$ cat config.mk
export PLATFORM = sky130hd
export DESIGN_NAME = cp0_exception_unit
export DESIGN_NICKNAME = d
export VERILOG_FILES = /design/src/rtl/cp0_exception_unit.sv
export SDC_FILE = /design/constraint.sdc
export NUM_CORES = 1
export LEC_CHECK = 0
export BUFFER_PORTS_ARGS = -buffer_cell sky130_fd_sc_hd__buf_4
export CAP_MARGIN = 20
export CORE_UTILIZATION = 45
export DETAILED_ROUTE_END_ITERATION = 6
export GPL_TIMING_DRIVEN = 0
export PLACE_DENSITY = 0.77
export SLEW_MARGIN = 20
export SYNTH_ARGS = -nofsm -noshare
export SYNTH_HDL_FRONTEND = slang
export SYNTH_SLANG_ARGS = --single-unit
$ cat constraint.sdc
create_clock -name clk -period 4.25 [get_ports clk]
set_clock_uncertainty 0.15 [all_clocks]
set_input_delay 0.85 -clock clk [delete_from_list [all_inputs] [get_ports clk]]
set_output_delay 0.85 -clock clk [all_outputs]
set_load 0.05 [all_outputs]
$ cat src/rtl/cp0_exception_unit.sv
// Coprocessor 0 for the P7 pipelined MIPS CPU: SR/Cause/EPC, exception/interrupt request, mfc0/mtc0, eret.
// Optional PRId register (read-only, register 15) enabled by defining CP0_PRID_EN.
module cp0_exception_unit #(
  parameter int HWINT_W = 6
`ifdef CP0_PRID_EN
  , parameter logic [31:0] PRID_VALUE = 32'h2022_0007
`endif
) (
  input  logic               clk,
  input  logic               reset,
  input  logic [4:0]         A1,
  input  logic [4:0]         A2,
  input  logic [31:0]        DIn,
  input  logic               WE,
  input  logic [31:0]        PC,
  input  logic               BDIn,
  input  logic [4:0]         ExcCodeIn,
  input  logic [HWINT_W-1:0] HWInt,
  input  logic               EXLClr,
  output logic               Req,
  output logic [31:0]        EPCOut,
  output logic [31:0]        DOut
);

  localparam logic [4:0] REG_SR    = 5'd12;
  localparam logic [4:0] REG_CAUSE = 5'd13;
  localparam logic [4:0] REG_EPC   = 5'd14;
`ifdef CP0_PRID_EN
  localparam logic [4:0] REG_PRID  = 5'd15;
`endif

  // SR fields
  logic [HWINT_W-1:0] im_q, im_d;
  logic               exl_q, exl_d;
  logic               ie_q, ie_d;
  // Cause fields
  logic               bd_q, bd_d;
  logic [HWINT_W-1:0] ip_q, ip_d;
  logic [4:0]         exc_code_q, exc_code_d;
  // EPC
  logic [31:0]        epc_q, epc_d;

  logic        int_req;
  logic        exc_req;
  logic        sr_we;
  logic        epc_we;
  logic [31:0] victim_pc;
  logic [31:0] sr_rd;
  logic [31:0] cause_rd;

  // PC[1:0] is dropped by word alignment; unimplemented SR bits are discarded on write.
  logic unused_bits;
  assign unused_bits = ^{PC[1:0], DIn[31:10+HWINT_W], DIn[9:2]};

  assign int_req = (|(HWInt & im_q)) & ie_q & ~exl_q;
  assign exc_req = (ExcCodeIn != 5'd0) & ~exl_q;
  assign Req     = (int_req | exc_req) & ~reset;

  assign sr_we  = WE & ~Req & (A2 == REG_SR);
  assign epc_we = WE & ~Req & (A2 == REG_EPC);

  // A victim in a delay slot must restart at its branch, one word earlier.
  assign victim_pc = {PC[31:2], 2'b00} - (BDIn ? 32'd4 : 32'd0);

  always_comb begin
    im_d       = im_q;
    exl_d      = exl_q;
    ie_d       = ie_q;
    bd_d       = bd_q;
    ip_d       = HWInt;
    exc_code_d = exc_code_q;
    epc_d      = epc_q;

    if (Req) begin
      exl_d      = 1'b1;
      bd_d       = BDIn;
      exc_code_d = int_req ? 5'd0 : ExcCodeIn;
      epc_d      = victim_pc;
    end else begin
      if (sr_we) begin
        im_d  = DIn[10 +: HWINT_W];
        exl_d = DIn[1];
        ie_d  = DIn[0];
      end
      if (epc_we) begin
        epc_d = DIn;
      end
      // eret after the SR write so a same-cycle mtc0 cannot re-set EXL.
      if (EXLClr) begin
        exl_d = 1'b0;
      end
    end
  end

  always_ff @(posedge clk) begin
    if (reset) begin
      im_q       <= '0;
      exl_q      <= 1'b0;
      ie_q       <= 1'b0;
      bd_q       <= 1'b0;
      ip_q       <= '0;
      exc_code_q <= 5'd0;
      epc_q      <= 32'd0;
    end else begin
      im_q       <= im_d;
      exl_q      <= exl_d;
      ie_q       <= ie_d;
      bd_q       <= bd_d;
      ip_q       <= ip_d;
      exc_code_q <= exc_code_d;
      epc_q      <= epc_d;
    end
  end

  always_comb begin
    sr_rd                  = 32'd0;
    sr_rd[10 +: HWINT_W]   = im_q;
    sr_rd[1]               = exl_q;
    sr_rd[0]               = ie_q;

    cause_rd               = 32'd0;
    cause_rd[31]           = bd_q;
    cause_rd[10 +: HWINT_W] = ip_q;
    cause_rd[6:2]          = exc_code_q;
  end

  always_comb begin
    DOut = 32'd0;
    case (A1)
      REG_SR:    DOut = sr_rd;
      REG_CAUSE: DOut = cause_rd;
      REG_EPC:   DOut = epc_q;
`ifdef CP0_PRID_EN
      REG_PRID:  DOut = PRID_VALUE;
`endif
      default:   DOut = 32'd0;
    endcase
  end

  assign EPCOut = epc_q;

endmodule
==> out/qor.yml <==
grt_usage: 0.298
syn_inst: 389
worst_slew_pin_slew_ns: 0.824
core-area_um2: 7210
grt_max_degree: 17
place_area_um2: 4610
syn_area_per_cell_um2: 8.63
synth_top_cell_area_share: 0.310
cts_setup_buffers: 0
ios: 155
worstSetupEndpointType: "primary output"
clkSinkCount: 52
slew_violations: 0
total_power_mw: 1.32
min_from: "im_q[4]"
powerDensity_nw_per_um2: 278
port_buffers: 150
synth-edff-count: 0
fin_ws_ns: 0.225
hold_class: "reg -> reg"
rows: 31
die-area_um2: 7810
grt-ovfl-total: 0
grt_pass1_wl_mm: 17.7
synthMuxAreaShare: 0.0955
clock-root-buffer: "clkbuf_8"
ys_ff_latch: 52
max_cap_viol_count: 0
yosys.area.top_type: "dfxtp_1"
regToRegSetupSlack_ns: 1.73
drtIter0Drc: 306
hold_path_depth: 2
firstDrtPassIters: 5
wl_per_cell_um: 18.4
fp.dieW_um: 88.4
hold_buffers: 0
worstPathArrival_ns: 3.03
ys_types: 51
worst_setup_path_start_kind: "input port"
netlist_area_um2: 3360
antenna_cells: 0
synth-compound-area-share: 0.290
synth_fa_ha_area_frac: 0.00746
clk_pin_slew_ns: 0.10
initial_core_util: 0.465
reg2reg_depth: 5
antenna_found_initial: 0
hold_end: "im_q[4]"
yosys_warnings: 0
totalWireLength_mm: 11.9
ant_nets: 0
fin_setup_tns_ns: 0
slew_headroom: 0.447
stdcell_area_um2: 4730
cts_buffer_depth: 2
peakVddDrop_mv: 0.140
worstPathRequired_ns: 3.25
rsz0062_at_grt: "false"
rr_startpoint: "im_q[4]"
cts_made_buffers: 5
rr_endpoint: "EPCOut[24]"
pre_cts_slack_ns: 0.275
synth-simple-area-share: 0.224
finalSetupViolations: 0
synth-seq-area-share: 0.310
synth_nets: 481
synth_flop_cell: "dfxtp_1"
post-route-drc-count: 0
synth_commonest_cells: "dfxtp_1 (52), mux2i_1 (32), clkbuf_1 (31)"
die_h_um: 88.4
ctsResizeCount: 0
finalHoldViolations: 0
synth_top_family_by_area: "compound AO/OA/AOI/OAI gates"
htreeDepth: 2
leakage_nw: 1.85
period_minus_slack_ns: 4.03
status: "finished, final reports clean"
fillers: 662
cts_tree: "built"
layout.nets: 638
grt_pass1_vias: 3533
yosysMostFrequentCell: "dfxtp_1"
synth_area_leaders: "dfxtp_1 (31%), mux2i_1 (9.5%), o31a_1 (5.5%)"
drive_above_1_share: 0.313
clock_latency_ns: 0.31
fmax_mhz: 248
routabilityCongestion: 0.922
crit_type: "in -> out"
vias: 3875
synth_xor_xnor_area_share: 0.0209
timing.final.crit_share: 0.947
place_hpwl_mm: 9.48
cp_max_fo: 10
avgViaCountPerCell: 6.00
async_flop_share: 0
syn_to_final_growth_pct: 40.9
==> cell type report <==
| cell class | instances | area, um2 | area share |
|---|---|---|---|
| Inverter | 10 | 37.5 | 0.00794 |
| Timing Repair Buffer | 150 | 1130 | 0.238 |
| Clock inverter | 2 | 38.8 | 0.00821 |
| Multi-Input combinational cell | 292 | 2140 | 0.453 |
| Tap cell | 99 | 124 | 0.0262 |
| Clock buffer | 6 | 82.6 | 0.0175 |
| Buffer | 35 | 135 | 0.0286 |
| Sequential cell | 52 | 1040 | 0.220 |
==> per-stage QoR <==
stage	hold slack, ns	util	std cells
6_report	0.333	0.655	646
5_1_grt	0.361	0.655	646
4_1_cts	0.334	0.655	646
3_5_place_dp	0.320	0.638	638
3_3_place_gp	0.310	0.638	638
2_1_floorplan	0.294	-	389
==> placed cells by master (no fill, tap or decap), types with 3 or more instances in the layout <==
master     count
buf_4        150
dfxtp_1       52
mux2i_1       32
clkbuf_1      31
nand2_1       25
o31a_1        21
a211oi_1      20
a2111oi_0     18
and2_1        16
a311oi_1      13
nor2_1        12
o21ai_0       12
nor3_1        11
nand4_1       11
or4_1         10
inv_1          9
or3_1          9
nor4_1         9
o31ai_1        8
a22o_1         6
nor2b_1        6
clkbuf_8       6
nand3_1        5
xor2_1         5
or2_2          5
a21oi_1        4
buf_2          3
a22oi_1        3
a21boi_0       3
xnor2_1        3
==> cells by family after synthesis <==
logic type	count (synthesis)
adders and majority gates	2
xor gates and xnor gates	8
muxes	32
and+or+nand+nor	128
AOI/OAI and AO/OA	122
buffers and inverters	45
DFF	52
==> layer usage <==
layer	GRT usage	up-vias	share of wire
li1	-	1857	-
met1	0.403	1836	0.44
met2	0.480	160	0.47
met3	0.0448	22	0.068
met4	0.111	0	0.028
met5	0	-	0
==> power by group <==
part / internal, mW / switching [mW]
combinational: 0.157 / 0.246
clock: 0.193 / 0.169
sequential: 0.523 / 0.0290
total: 0.872 / 0.443
==> registers in the layout (all words and copies together), names as in the netlist <==
| signal | flops |
|---|---|
| exc_code_q | 5 |
| ip_q | 6 |
| im_q | 6 |
| bd_q | 1 |
| exl_q | 1 |
| EPCOut | 32 |
| ie_q | 1 |
==> worst max-delay path by stage <==
stage / depth (start not counted) / to / start / slack, ns
3_5_place_dp: 8 / Req / ExcCodeIn[0] / 0.27
5_1_grt: 8 / Req / ExcCodeIn[0] / 0.10
4_1_cts: 8 / Req / ExcCodeIn[0] / 0.27
3_3_place_gp: 8 / Req / ExcCodeIn[0] / 0.29
6_report: 8 / Req / ExcCodeIn[0] / 0.22
2_1_floorplan: 5 / Req / HWInt[4] / 0.69
==> critical path, stage by stage <==
cell,delay [ns]
buf_4,0.11
or4_1,0.56
o21ba_2,0.22
buf_2,0.19
nor2_1,0.35
clkbuf_1,0.44
nor2_1,0.10
buf_4,0.21
Power figures use the tool's default switching activity.
